### src/rtl/ram_master_lsu.sv
// Load/store master for a byte-selectable, big-endian data RAM.
// Takes one request at a time, drives the RAM port for a single cycle, and
// returns an aligned, extended load result with a one-cycle response pulse.
// Misaligned or illegal requests are answered with an error and never
// reach the RAM.
//
// Request handshake: a request is accepted on a rising edge where
// req_valid_i and req_ready_o are both high. req_ready_o is high only in
// IDLE, and req_valid_i is ignored in every other state. The response side
// has no backpressure: resp_valid_o is a single-cycle pulse.
//
// Per-request cycle counts, acceptance cycle included:
//   store: IDLE, ISSUE, RESP        (3 cycles)
//   load:  IDLE, ISSUE, WAIT, RESP  (4 cycles)
//   error: IDLE, RESP               (2 cycles)
module ram_master_lsu #(
  parameter int ADDR_W = 32,
  parameter int DATA_W = 32
) (
  input  logic              clk,
  input  logic              rst_n,
  input  logic              req_valid_i,
  output logic              req_ready_o,
  input  logic              req_we_i,
  input  logic [1:0]        req_size_i,
  input  logic              req_signed_i,
  input  logic [ADDR_W-1:0] req_addr_i,
  input  logic [DATA_W-1:0] req_wdata_i,
  output logic              resp_valid_o,
  output logic [DATA_W-1:0] resp_rdata_o,
  output logic              resp_err_o,
  output logic              ram_ce_o,
  output logic              ram_we_o,
  output logic [3:0]        ram_sel_o,
  output logic [ADDR_W-1:0] ram_addr_o,
  output logic [DATA_W-1:0] ram_data_o,
  input  logic [DATA_W-1:0] ram_data_i,
  output logic [1:0]        dbg_state_o
);

  typedef enum logic [1:0] {
    S_IDLE  = 2'd0,
    S_ISSUE = 2'd1,
    S_WAIT  = 2'd2,
    S_RESP  = 2'd3
  } state_t;

  state_t      r_state;
  state_t      w_next;
  logic        r_we;
  logic [1:0]  r_size;
  logic        r_signed;
  logic [1:0]  r_off;
  logic        w_accept;
  logic        w_misalign;
  logic [3:0]  w_sel;
  logic [31:0] w_wdata;
  logic [31:0] w_rev;
  logic [31:0] w_shift;
  logic [31:0] w_ext;

  assign req_ready_o = (r_state == S_IDLE);
  assign dbg_state_o = r_state;
  assign w_accept    = req_valid_i && req_ready_o;

  // Alignment check and store lane/data formation from the incoming request
  always_comb begin
    w_misalign = 1'b0;
    w_sel      = 4'b0000;
    w_wdata    = req_wdata_i;
    case (req_size_i)
      2'b00: begin
        w_sel   = 4'b1000 >> req_addr_i[1:0];
        w_wdata = {4{req_wdata_i[7:0]}};
      end
      2'b01: begin
        w_misalign = req_addr_i[0];
        w_sel      = req_addr_i[1] ? 4'b0011 : 4'b1100;
        w_wdata    = {2{req_wdata_i[15:0]}};
      end
      2'b10: begin
        w_misalign = (req_addr_i[1:0] != 2'b00);
        w_sel      = 4'b1111;
      end
      default: w_misalign = 1'b1;
    endcase
  end

  // Read extraction: undo the RAM's lane reversal, then shift the addressed
  // byte/half to the top so it can be picked from fixed bits and extended
  always_comb begin
    w_rev   = {ram_data_i[7:0], ram_data_i[15:8], ram_data_i[23:16], ram_data_i[31:24]};
    w_shift = w_rev << {r_off, 3'b000};
    case (r_size)
      2'b00:   w_ext = {{24{r_signed & w_shift[31]}}, w_shift[31:24]};
      2'b01:   w_ext = {{16{r_signed & w_shift[31]}}, w_shift[31:16]};
      default: w_ext = w_rev;
    endcase
  end

  // Next-state decode
  always_comb begin
    w_next = r_state;
    case (r_state)
      S_IDLE:  if (w_accept) w_next = w_misalign ? S_RESP : S_ISSUE;
      S_ISSUE: w_next = r_we ? S_RESP : S_WAIT;
      S_WAIT:  w_next = S_RESP;
      S_RESP:  w_next = S_IDLE;
      default: w_next = S_IDLE;
    endcase
  end

  // State register
  always_ff @(posedge clk or negedge rst_n) begin
    if (!rst_n) r_state <= S_IDLE;
    else        r_state <= w_next;
  end

  // Registered outputs and latched request attributes
  always_ff @(posedge clk or negedge rst_n) begin
    if (!rst_n) begin
      r_we         <= 1'b0;
      r_size       <= 2'b00;
      r_signed     <= 1'b0;
      r_off        <= 2'b00;
      resp_valid_o <= 1'b0;
      resp_rdata_o <= '0;
      resp_err_o   <= 1'b0;
      ram_ce_o     <= 1'b0;
      ram_we_o     <= 1'b0;
      ram_sel_o    <= 4'b0000;
      ram_addr_o   <= '0;
      ram_data_o   <= '0;
    end else begin
      resp_valid_o <= 1'b0;
      ram_ce_o     <= 1'b0;
      ram_we_o     <= 1'b0;
      case (r_state)
        S_IDLE: begin
          if (w_accept) begin
            r_we     <= req_we_i;
            r_size   <= req_size_i;
            r_signed <= req_signed_i;
            r_off    <= req_addr_i[1:0];
            if (w_misalign) begin
              resp_valid_o <= 1'b1;
              resp_err_o   <= 1'b1;
              resp_rdata_o <= '0;
            end else begin
              ram_ce_o   <= 1'b1;
              ram_we_o   <= req_we_i;
              ram_sel_o  <= w_sel;
              ram_addr_o <= req_addr_i;
              ram_data_o <= w_wdata;
            end
          end
        end
        S_ISSUE: begin
          if (r_we) begin
            resp_valid_o <= 1'b1;
            resp_err_o   <= 1'b0;
            resp_rdata_o <= '0;
          end
        end
        S_WAIT: begin
          resp_valid_o <= 1'b1;
          resp_err_o   <= 1'b0;
          resp_rdata_o <= w_ext;
        end
        default: ;
      endcase
    end
  end

endmodule

### config.mk
export PLATFORM = sky130hd
export DESIGN_NAME = ram_master_lsu
export DESIGN_NICKNAME = d
export VERILOG_FILES = /design/src/rtl/ram_master_lsu.sv
export SDC_FILE = /design/constraint.sdc
export NUM_CORES = 1
export LEC_CHECK = 0
export CORE_MARGIN = 3
export CORE_UTILIZATION = 60
export DETAILED_ROUTE_END_ITERATION = 8
export DONT_BUFFER_PORTS = 1
export GPL_TIMING_DRIVEN = 0
export PLACE_DENSITY = 0.86
export REMOVE_ABC_BUFFERS = 1
export SLEW_MARGIN = 25
export SYNTH_ARGS = -nofsm -noshare
export SYNTH_HDL_FRONTEND = slang
export SYNTH_SLANG_ARGS = --single-unit
export TNS_END_PERCENT = 50
### constraint.sdc
create_clock -name clk -period 3.2 [get_ports clk]
set_input_delay 0.64 -clock clk [delete_from_list [all_inputs] [get_ports clk]]
set_output_delay 0.64 -clock clk [all_outputs]
set_load 0.02 [all_outputs]
# After elaboration in Yosys (flattened, before gate mapping)
# Index checks and enable logic that the tools add are counted.
[word_totals] regBits=112 word_cells=62
[op_classes] n_reduce_logical=9 muxes=27 n_shift=2 n_bitwise=2 eq_ne=9
[op_table] operator="$pmux 32 s2" count=2
[op_table] operator="$mux 32" count=3
[op_table] operator="$pmux 32 s3" count=1
[op_table] operator="$shl 32x5->32" count=1
[op_table] operator="$mux 1" count=13
[op_table] operator="$pmux 4 s3" count=1
[op_table] operator="$pmux 1 s3" count=3
[op_table] operator="$pmux 2 s4" count=1
[op_table] operator="$eq 2x1->1 const B" count=3
[op_table] operator="$eq 2x2->1 const B" count=3
[op_table] operator="$logic_not 2->1" count=3
[op_table] operator="$mux 2" count=2
[op_table] operator="$mux 4" count=1
[op_table] operator="$ne 2x1->1 const B" count=2
[op_table] operator="$reduce_and 4->1" count=1
[op_table] operator="$shr 4x2->4 const A" count=1
[op_table] operator="$reduce_and 3->1" count=1
[op_table] operator="$reduce_bool 3->1" count=1
[op_table] operator="$ne 2x2->1 const B" count=1
[op_table] operator="$reduce_and 2->1" count=1
[op_table] operator="$reduce_bool 2->1" count=1
[op_table] operator="$and 1x1->1" count=1
[op_table] operator="$logic_and 1x1->1" count=1
[op_table] operator="$not 1->1" count=1

# Logic depth before layout (Yosys ltp)
[logic_depth] word_depth=5 depth_mapped=9 depth_no_buf=6

# Worst setup path before layout
# No wires, ideal clock.
[synth_timing] path_kind="reg-to-reg" from="reg r_state[0] (netlist: dbg_state_o[0])" to="reg ram_addr_o[10]" path_stages_with_launch=10 t_arrival_ps=2186 period_less_slack_ps=2311 t_required_ps=3075 slack_ps=889 n_path_buf=3 cell_sequence="dfrtp_1 -> inv_1 -> ha_1 -> clkbuf_1 -> nand2_1 -> or2_1 -> buf_2 -> inv_2 -> buf_4 -> mux2_2"
[synth_via] elab_chain_cells=3
[synth_rtl] item="from (decl)" line="48" source="state_t r_state;"
[synth_rtl] item="from (signal assigned)" line="116" source="else r_state <= w_next;"
[synth_rtl] item="$logic_not 2->1 *" line="62" source="assign req_ready_o = (r_state == S_IDLE);"
[synth_rtl] item="named net req_ready_o" line="23" source="output logic req_ready_o,"
[synth_rtl] item="$logic_and 1x1->1" line="64" source="assign w_accept = req_valid_i && req_ready_o;"
[synth_rtl] item="$reduce_and 3->1 (no line) *"
[synth_rtl] item="to (signal assigned)" line="153" source="ram_addr_o <= req_addr_i;"
[synth_rtl] item="to (decl)" line="35" source="output logic [ADDR_W-1:0] ram_addr_o,"
# Mark *: on every way through the listed nets, which the timed path passes. The rest lies on a longest branch.
# A chain may end at the register's enable or synchronous reset.

# Worst setup path after layout
[layout_timing] from="reg r_state[0] (netlist: dbg_state_o[0])" to="reg ram_addr_o[17]"
# The elaborated chain is that of the path after synthesis.

==> impl_metrics.prom <==
# TYPE chip_impl_metric gauge
chip_impl_info{name="run_status",value="finished, violations left"} 1
chip_impl_info{name="violations",value="negative hold slack"} 1
chip_impl_metric{name="fillers",unit=""} 716
chip_impl_info{name="mostFrequentLayoutCell",value="sky130_fd_sc_hd__dfrtp_1"} 1
chip_impl_metric{name="maximum_level_of_the_cts_h_tree",unit=""} 3
chip_impl_metric{name="dieArea",unit="um2"} 10400
chip_impl_metric{name="power.density",unit="nW/um2"} 1090
chip_impl_metric{name="finalSetupViolCount",unit=""} 0
chip_impl_metric{name="route.antenna.remaining_nets",unit=""} 0
chip_impl_info{name="synth_flop_cell",value="sky130_fd_sc_hd__dfrtp_1"} 1
chip_impl_metric{name="clk_path_buf_depth",unit=""} 2
chip_impl_metric{name="leftover_overflow_at_the_end_of_global_routing",unit=""} 0
chip_impl_metric{name="antenna_found_initial",unit=""} 0
chip_impl_metric{name="flow.area_growth_from_synthesis",unit="%"} 3.00
chip_impl_metric{name="die_width",unit="um"} 102
chip_impl_metric{name="adder_cell_share_of_the_synthesized_area",unit="%"} 1.13
chip_impl_info{name="rsz0062_at_grt",value="false"} 1
chip_impl_metric{name="routabilityCongestion",unit=""} 0.809
chip_impl_metric{name="clkLatencyLatePin",unit="ns"} 0.35
chip_impl_metric{name="final_hold_viol_count",unit=""} 78
chip_impl_info{name="tritoncts",value="done"} 1
chip_impl_metric{name="timing.final.ws_setup",unit="ns"} 0.176
chip_impl_metric{name="fmax",unit="MHz"} 331
chip_impl_metric{name="placement.io_buffers",unit=""} 0
chip_impl_metric{name="antenna_cells",unit=""} 0
chip_impl_metric{name="worstMarginPinSlew",unit="ns"} 1.01
chip_impl_metric{name="timing.max_cap.violations",unit=""} 0
chip_impl_metric{name="detailed_place_hpwl",unit="um"} 9200
chip_impl_metric{name="ys_async_sr_fraction",unit="%"} 100
chip_impl_metric{name="final_cell_area",unit="um2"} 5710
chip_impl_metric{name="cp.arrival",unit="ns"} 3.27
chip_impl_metric{name="cts_num_sinks",unit=""} 112
chip_impl_metric{name="floorplan.initialDensity",unit="%"} 62.6
chip_impl_metric{name="seq_total_area_yosys",unit="%"} 50.6
chip_impl_metric{name="synth_edf_count",unit=""} 0
chip_impl_metric{name="postSynthCellCount",unit=""} 454
chip_impl_metric{name="synthesis.area_per_instance",unit="um2"} 12.2
chip_impl_metric{name="total_leakage_power",unit="nW"} 2.65
chip_impl_info{name="worstSetupStartpointType",value="flip-flop"} 1
chip_impl_metric{name="core.rowCount",unit=""} 34
chip_impl_metric{name="grt_start_max_net_pins",unit=""} 113
chip_impl_metric{name="synth-compound-area-share",unit="%"} 15.9
chip_impl_metric{name="worst_hold_slack",unit="ns"} -0.0385
chip_impl_metric{name="ys_types",unit=""} 43
chip_impl_info{name="hold_path_class",value="primary input to async pin"} 1
chip_impl_metric{name="drt-total-wl",unit="um"} 13000
chip_impl_metric{name="synthSimpleGateAreaFrac",unit="%"} 4.13
chip_impl_metric{name="ys_seq_elements",unit=""} 112
chip_impl_metric{name="io_pins",unit=""} 210
chip_impl_info{name="synth_top_family_by_area",value="multiplexers"} 1
chip_impl_metric{name="post_place_worst_slack",unit="ns"} -0.687
chip_impl_metric{name="cp.required",unit="ns"} 3.44
chip_impl_metric{name="fin_worst_skew",unit="ns"} 0.0160
chip_impl_metric{name="synth-xor-area-share",unit="%"} 0.158
chip_impl_metric{name="via_count",unit=""} 3737
chip_impl_metric{name="cts_made_buffers",unit=""} 9
chip_impl_info{name="final_cell_mix",value="112 x sky130_fd_sc_hd__dfrtp_1, 63 x sky130_fd_sc_hd__o21ai_0, 56 x sky130_fd_sc_hd__mux2_2"} 1
chip_impl_metric{name="yosysWarnings",unit=""} 0
chip_impl_metric{name="post_route_cells_drive_above_1_share",unit="%"} 21.3
chip_impl_metric{name="muxShareOfSynthArea",unit="%"} 24.2
chip_impl_info{name="timing.critical_path.to_type",value="flip-flop"} 1
chip_impl_metric{name="die_height",unit="um"} 102
chip_impl_metric{name="finalNetCount",unit=""} 536
chip_impl_metric{name="design.core.area",unit="um2"} 8850
chip_impl_metric{name="drc",unit=""} 0
chip_impl_metric{name="finalMaxSlewViolations",unit=""} 0
chip_impl_metric{name="drtPass1Iterations",unit=""} 4
chip_impl_metric{name="timing.critical_path.fanout_max",unit=""} 40
chip_impl_metric{name="min_period",unit="ns"} 3.02
chip_impl_info{name="cts_root_buf",value="sky130_fd_sc_hd__clkbuf_8"} 1
chip_impl_metric{name="final_util",unit="%"} 64.5
chip_impl_metric{name="mapped_cell_area",unit="um2"} 5540
chip_impl_metric{name="detail_route.vias_per_cell",unit=""} 6.92
chip_impl_metric{name="timing.reg2reg.setup_slack",unit="ns"} 0.18
chip_impl_metric{name="avgRoutedWirePerCell",unit="um"} 24.1
chip_impl_metric{name="placed_area",unit="um2"} 5530
chip_impl_metric{name="post-layout-total-power",unit="mW"} 6.25
chip_impl_metric{name="grt_usage",unit="%"} 24.5
chip_impl_metric{name="drt-initial-drc-count",unit=""} 188
chip_impl_metric{name="final.period_utilization",unit="%"} 94.5
chip_impl_metric{name="grt_first_pass_wirelength",unit="um"} 20100
chip_impl_metric{name="vdd.ir_drop.worst",unit="V"} 0.000485
chip_impl_metric{name="cts.reportedPaths.clkPinSlew",unit="ns"} 0.11
chip_impl_metric{name="setup-tns-final",unit="ns"} 0
chip_impl_info{name="timing.setup.critical_path_class",value="flip-flop to flip-flop"} 1
chip_impl_metric{name="first_global_vias",unit=""} 3863
chip_impl_metric{name="max-slew-margin-rel",unit="%"} 32.5
## per-layer routing
metal | up-vias | part of all wire (%) | global-route usage [%]
met3 | 29 | 10 | 7.78
met5 | - | 0 | 0
met2 | 212 | 48 | 40.6
met1 | 1871 | 39 | 30.5
met4 | 0 | 2.6 | 8.68
li1 | 1625 | - | -
## report_power, final
| part | total, mW | internal (mW) | switching (mW) |
|---|---|---|---|
| Combinational | 2.07 | 1.09 | 0.984 |
| Sequential | 3.41 | 2.06 | 1.35 |
| Clock | 0.767 | 0.289 | 0.479 |
| Total | 6.25 | 3.44 | 2.81 |
## state kept, by name (all words and copies together) (netlist names)
register / count
resp_valid_o: 1
ram_ce_o: 1
resp_rdata_o: 32
r_off: 2
dbg_state_o: 2
r_we: 1
r_signed: 1
resp_err_o: 1
r_size: 2
ram_data_o: 32
ram_addr_o: 32
ram_we_o: 1
ram_sel_o: 4
## area by class of cell
cell class | count | area [um2] | share of cell area, %
Clock inverter | 5 | 43.8 | 0.767
Inverter | 7 | 28.8 | 0.504
Sequential cell | 112 | 2800 | 49.1
Tap cell | 108 | 135 | 2.37
Timing Repair Buffer | 1 | 27.5 | 0.482
Clock buffer | 10 | 128 | 2.24
Multi-Input combinational cell | 297 | 2540 | 44.6
## per-stage QoR
step | hold WS [ns] | std cells
6_report | -0.0385 | 540
3_5_place_dp | 0.347 | 525
3_3_place_gp | 0.347 | 524
2_1_floorplan | 0.344 | 416
4_1_cts | -0.0541 | 540
5_1_grt | -0.0701 | 540
## critical path, stage by stage, from the launching register on
cell and delay, ns:
sky130_fd_sc_hd__dfrtp_1 0.53, sky130_fd_sc_hd__inv_1 0.19, sky130_fd_sc_hd__ha_2 0.41, sky130_fd_sc_hd__nand2_4 0.31
sky130_fd_sc_hd__or2_2 0.65, sky130_fd_sc_hd__inv_4 0.39, sky130_fd_sc_hd__mux2_2 0.39
## cell usage after synthesis, drive strengths merged (2+ instances only)
master	number	area (um2)
mux2i	34	340
mux2	68	803
nor2b	2	12.5
dfrtp	112	2800
a21oi	13	65.1
nor2	29	109
clkbuf	21	78.8
a21o	4	37.5
o21ai	63	315
nand3	3	15.0
inv	7	26.3
buf	17	113
a221oi	7	61.3
nand2	11	41.3
o21a	2	15.0
a221o	8	80.1
ha	5	62.6
mux4	8	199
o211a	16	160
a22o	9	78.8
## path summary, 6_finish.rpt
check / cells past startpoint / start / end
setup / recovery: 6 / dbg_state_o[0] / ram_addr_o[17]
setup reg to reg: 6 / dbg_state_o[0] / ram_addr_o[17]
hold reg to reg: 2 / r_we / r_we
max in group asynchronous: 0 / rst_n / resp_rdata_o[12]
min in group clk: 1 / req_addr_i[16] / ram_addr_o[16]
hold / removal: 0 / rst_n / ram_addr_o[10]
## logic make-up (layout without fill, tap and decap cells)
kind of cell	Yosys count	in the layout
AO/OA/AOI/OAI	129	129
multiplexers	110	110
XOR/XNOR	1	1
flip-flops	112	112
adder cells (fa/ha/maj)	5	5
AND/OR/NAND/NOR	52	52
buffers and inverters	45	23
## repair_timing
item / CTS / global route
resized for setup: 4 / 0
buffers inserted: 0 / 0
hold endpoints to repair: 112 / 112
endpoints found under the setup margin: 42 / 0
No activity file was read; power rests on OpenSTA's default activity.
